## config.mk

```make
export PLATFORM = sky130hd
export DESIGN_NAME = ram_master
export DESIGN_NICKNAME = d
export VERILOG_FILES = /design/src/rtl/ram_master.sv
export SDC_FILE = /design/constraint.sdc
export NUM_CORES = 1
export LEC_CHECK = 0
export BUFFER_PORTS_ARGS = -buffer_cell sky130_fd_sc_hd__buf_2
export CAP_MARGIN = 20
export CORE_ASPECT_RATIO = 1.2
export CORE_MARGIN = 2
export CORE_UTILIZATION = 30
export CTS_CLUSTER_SIZE = 30
export DETAILED_ROUTE_END_ITERATION = 7
export PLACE_DENSITY_LB_ADDON = 0.08
export RECOVER_POWER = 25
export SLEW_MARGIN = 10
export SYNTH_ARGS = -nofsm -noshare
export SYNTH_HDL_FRONTEND = slang
export SYNTH_SLANG_ARGS = --single-unit
export TNS_END_PERCENT = 10
```

## constraint.sdc

```tcl
create_clock -name clk -period 1.5 [get_ports clk]
set_input_delay 0.3 -clock clk [delete_from_list [all_inputs] [get_ports clk]]
set_output_delay 0.3 -clock clk [all_outputs]
set_load 0.01 [all_outputs]
```

## src/rtl/ram_master.sv

```systemverilog
// ram_master: converts byte/half/word load-store requests into accesses on one
// NO_CHANGE byte-write RAM port. Stores and errors respond one cycle after
// accept; loads wait one extra cycle for RAM read data.
module ram_master #(
    parameter  int DATA_DEPTH = 1024,
    localparam int AW         = $clog2(DATA_DEPTH)
) (
    input  logic          clk,
    input  logic          rst,
    input  logic          req_valid,
    output logic          req_ready,
    input  logic          req_write,
    input  logic [31:0]   req_addr,
    input  logic [1:0]    req_size,
    input  logic          req_unsigned,
    input  logic [31:0]   req_data,
    output logic          rsp_valid,
    input  logic          rsp_ready,
    output logic [31:0]   rsp_data,
    output logic          rsp_error,
    output logic          ram_en,
    output logic [3:0]    ram_we,
    output logic [AW-1:0] ram_addr,
    output logic [31:0]   ram_di,
    input  logic [31:0]   ram_do
);

    typedef enum logic [1:0] {IDLE, READ, RESP} state_t;

    state_t      state, state_nxt;
    logic        accept;
    logic        req_err;
    logic        addr_oor;

    // Load context captured at accept and consumed in READ.
    logic [1:0]  off_p1;
    logic [1:0]  size_p1;
    logic        uns_p1;

    // Byte-lane write enables for a store of the given size at byte offset off.
    function automatic logic [3:0] store_mask(input logic [1:0] size, input logic [1:0] off);
        logic [3:0] m;
        case (size)
            2'b00:   m = 4'b0001 << off;
            2'b01:   m = 4'b0011 << off;
            default: m = 4'b1111;
        endcase
        return m;
    endfunction

    // Replicate right-aligned store data across all lanes; the mask picks the live ones.
    function automatic logic [31:0] store_lanes(input logic [1:0] size, input logic [31:0] data);
        logic [31:0] d;
        case (size)
            2'b00:   d = {4{data[7:0]}};
            2'b01:   d = {2{data[15:0]}};
            default: d = data;
        endcase
        return d;
    endfunction

    // Pick the addressed byte/half from the RAM word and sign- or zero-extend it.
    function automatic logic [31:0] load_extend(input logic [31:0] word, input logic [1:0] off,
                                                input logic [1:0] size, input logic uns);
        logic signed [7:0]  b;
        logic signed [15:0] h;
        logic [31:0]        r;
        b = $signed(word[{off, 3'b000} +: 8]);
        h = $signed(off[1] ? word[31:16] : word[15:0]);
        case (size)
            2'b00:   r = uns ? {24'd0, b} : {{24{b[7]}}, b};
            2'b01:   r = uns ? {16'd0, h} : {{16{h[15]}}, h};
            default: r = word;
        endcase
        return r;
    endfunction

    assign addr_oor = ({2'b00, req_addr[31:2]} >= 32'(DATA_DEPTH));
    assign req_err  = (req_size == 2'b11) ||
                      ((req_size == 2'b01) && req_addr[0]) ||
                      ((req_size == 2'b10) && (req_addr[1:0] != 2'b00)) ||
                      addr_oor;
    assign accept   = req_valid && req_ready;

    // State register; reset returns to IDLE at once, dropping any load in flight.
    always_ff @(posedge clk or posedge rst) begin
        if (rst) state <= IDLE;
        else     state <= state_nxt;
    end

    // Next-state: stores and errors go straight to RESP, loads pass through READ.
    always_comb begin
        state_nxt = state;
        case (state)
            IDLE: if (accept) state_nxt = (req_err || req_write) ? RESP : READ;
            READ: state_nxt = RESP;
            RESP: if (rsp_ready) state_nxt = IDLE;
            default: state_nxt = IDLE;
        endcase
    end

    // Handshake and RAM strobes; the RAM is only touched in a legal accept cycle.
    always_comb begin
        req_ready = (state == IDLE) && !rst;
        rsp_valid = (state == RESP);
        ram_en    = 1'b0;
        ram_we    = 4'b0000;
        ram_addr  = req_addr[AW+1:2];
        ram_di    = store_lanes(req_size, req_data);
        if (accept && !req_err) begin
            ram_en = 1'b1;
            if (req_write) ram_we = store_mask(req_size, req_addr[1:0]);
        end
    end

    // Response registers: cleared on accept (error flag set as needed), filled from RAM in READ.
    always_ff @(posedge clk or posedge rst) begin
        if (rst) begin
            rsp_data  <= 32'd0;
            rsp_error <= 1'b0;
        end else if (accept) begin
            rsp_data  <= 32'd0;
            rsp_error <= req_err;
        end else if (state == READ) begin
            rsp_data  <= load_extend(ram_do, off_p1, size_p1, uns_p1);
            rsp_error <= 1'b0;
        end
    end

    // Load context capture; pure data, so no reset.
    always_ff @(posedge clk) begin
        if (accept) begin
            off_p1  <= req_addr[1:0];
            size_p1 <= req_size;
            uns_p1  <= req_unsigned;
        end
    end

endmodule

```

==> metrics.cfg <==
[die]
dieArea_sq_um = 9534
rows = 37
io_pins = 186
die_h_um = 106.6
start_util_pct = 30.71
die_w_um = 89.47
core_area_sq_um = 8564

[cts]
cts_tree = yes
clock_latency_ns = 0.30
clk_path_buf_depth = 2
cts_made_buffers = 5
cts-hold-fix-buffers = 0
clkSinkCount = 40
path_clk_slew_ns = 0.08
h-tree-depth = 2
cts_root_buf = clkbuf_8

[power_and_ir_drop]
max-vdd-ir-drop_v = 0.0004469
totalPowerFinal_mw = 2.643
power.leakage_nw = 2.079
p_per_area_nw_per_um2 = 658.7

[timing]
whs_ns = 0.1861
setup_viol = 20
period_needed_ns = 1.732
fin_crit_sh_pct = 115.5
relSlewSlack_pct = 54.00
finalMaxSlewViolations = 0
hold_viol_final = 0
clock_skew_ns = 0.01139
setup_ws_ns = -0.2318
setup_tns_ns = -1.390
max_freq_ghz = 0.5774
tightestPinTransition_ns = 0.6901
rsz0062_at_grt = true

[drt]
final_antenna_net_count = 0
wirelength_um = 8480
drc_errors = 0
vias = 2733
viasPerCell = 4.907
drt_iter0_drc = 69
dr.pass1.iters = 4
routedWlPerCell_um = 15.22

[finish]
antenna_cells = 0
syn2layout_area_growth_pct = 52.57
drive_gt1_share_pct = 57.50
fin_area_sq_um = 4013
nets = 543

[critical_path]
crit_fanout = 4
crit_type = reg -> out
cpPeakStageDelay_ns = 0.41
r2r_start = off_p1[1]
rrSetupSlack_ns = -0.12
r2r_end = rsp_data[7]
setup.worst_path.start_class = flip-flop
cpMaxStageDelayCell = dfrtp_1
endpoint = ram_we[0]
end_kind = primary output
path_cells = nor2_2 -> nand2_2 -> nor3_4 -> o211a_1 -> buf_2
crit_required_ns = 1.20
reg2regPathDepth = 5
critical_path_arrival_ns = 1.43
cp-startpoint = state[0]

[logic_synthesis]
yosys.area.top_type = dfrtp_1
seq_area_frac_synth_pct = 39.01
netlist_instances = 267
avgSynthCellArea_sq_um = 9.850
synth_seq_cells = 40
yosys_warnings = 0
syn_nets = 371
synth_compound_area_share_pct = 22.84
yosys-top-cells-area = dfrtp_1 (33%), mux2_2 (6.9%), mux2i_1 (6.1%)
muxShareOfSynthArea_pct = 13.80
synth_cell_types = 44
synth-xor-area-share_pct = 0
synth-simple-area-share_pct = 13.37
yosysTopAreaCellShare_pct = 33.30
syn-cell-area_sq_um = 2630
synth_top_family_by_area = compound AO/OA/AOI/OAI gates
synthAdderAreaFrac_pct = 0

[global_route]
grt_usage_pct = 17.92
grt_pass1_wl_um = 13300
grt_max_degree = 27
grt_pass1_vias = 2715
antenna_found_initial = 0
grt-ovfl-total = 0

[min_path]
min_path_type = in -> reg
holdCritStartpoint = req_unsigned

[job]
drv_cap = 0

[placed_design]
placed_cell_area_sq_um = 3628
dp_hpwl_um = 6580
dp_slack_ns = -0.3003
io_buffers = 165
place.gp.congestion = 0.8141

[outcome]
violations = negative setup slack
status = finished with violations

==> worst min-delay path by stage <==
stage | to | depth (start not counted)
global route | uns_p1 | 1
finish | uns_p1 | 1
global placement | rsp_data[25] | 4
floorplan | state[0] | 1
CTS | rsp_data[8] | 4
detailed placement | rsp_data[8] | 4
==> where the power goes <==
group | internal, mW | switching (mW)
combinational | 0.345 | 0.336
sequential | 1.12 | 0.0159
clock | 0.428 | 0.403
==> layout make-up <==
cell class	count	area, sq um
clock buffers	7	97.59
clock inverters	1	5.005
fillers	862	4552
inverters	6	22.52
multi-input cells	184	1481
flip-flops and latches	40	1026
well taps	117	146.4
repair buffers	202	1234
==> layout by cell type (no fill, tap or decap), types with 2 or more instances in the layout <==
cell / instances
a21oi_1: 9
a221o_1: 14
a221o_2: 3
a22oi_1: 7
buf_12: 4
buf_2: 150
buf_4: 26
buf_6: 14
clkbuf_1: 5
clkbuf_4: 2
clkbuf_8: 5
dfrtp_1: 35
edfxtp_1: 5
inv_1: 4
inv_2: 2
mux2_2: 10
mux2_4: 6
mux2i_1: 16
nand2_1: 26
nand3_1: 8
nor2_1: 3
nor2_2: 2
nor2b_1: 3
nor2b_4: 2
nor3_2: 2
nor4_2: 3
nor4_4: 3
o2111a_1: 3
o21ai_0: 16
o21ai_1: 10
o221ai_1: 7
or3_1: 7
==> state kept, by name, indices dropped and copies added (netlist names) <==
name / count
off_p1: 2
size_p1: 2
rsp_error: 1
state: 2
uns_p1: 1
rsp_data: 32
==> cells in the mapped netlist, drive strengths merged <==
library cell	count
a21oi	10
a221o	17
a221oi	1
a22o	1
a22oi	7
and2	2
buf	30
clkbuf	7
dfrtp	35
edfxtp	5
inv	6
mux2	16
mux2i	16
mux4	1
nand2	28
nand2b	1
nand3	9
nor2	6
nor2b	6
nor3	4
nor3b	1
nor4	7
o2111a	3
o2111ai	1
o211a	1
o211ai	1
o21ai	27
o21ba	1
o21bai	1
o221ai	7
o311a	1
o31ai	1
or3	7
==> worst max-delay path, delay by kind of cell (launching register included) <==
kind / cells / cell delay (ns)
simple gates: 3 / 0.45
flops: 1 / 0.41
compound gates: 1 / 0.16
buf+inv: 1 / 0.12
==> logic make-up (layout without fill, tap and decap cells) <==
group                  after synthesis  count (layout)
DFF                                 40              40
and+or+nand+nor                     71              71
buffers and inverters               43             216
AOI/OAI and AO/OA                   80              80
muxes                               33              33
==> metrics by stage <==
step | instances | util (%)
2_1_floorplan | 267 | -
3_3_place_gp | 544 | 42.37
3_5_place_dp | 544 | 42.37
4_1_cts | 556 | 46.40
5_1_grt | 557 | 46.85
6_report | 557 | 46.85
==> layer usage <==
metal	up-vias	global-route usage [%]	wire, um
li1	1340	-	-
met1	1269	20.77	3317
met2	113	31.53	4431
met3	11	5.280	608
met4	0	4.691	122
met5	-	0	0
==> timing repair <==
| item | 4_1_cts | 5_1_grt |
|---|---|---|
| buffers inserted | 4 | 1 |
| gates resized for setup | 46 | 12 |
| pin swaps | 8 | 0 |
| endpoints found under the setup margin | 47 | 55 |
Power figures use the tool's default switching activity.
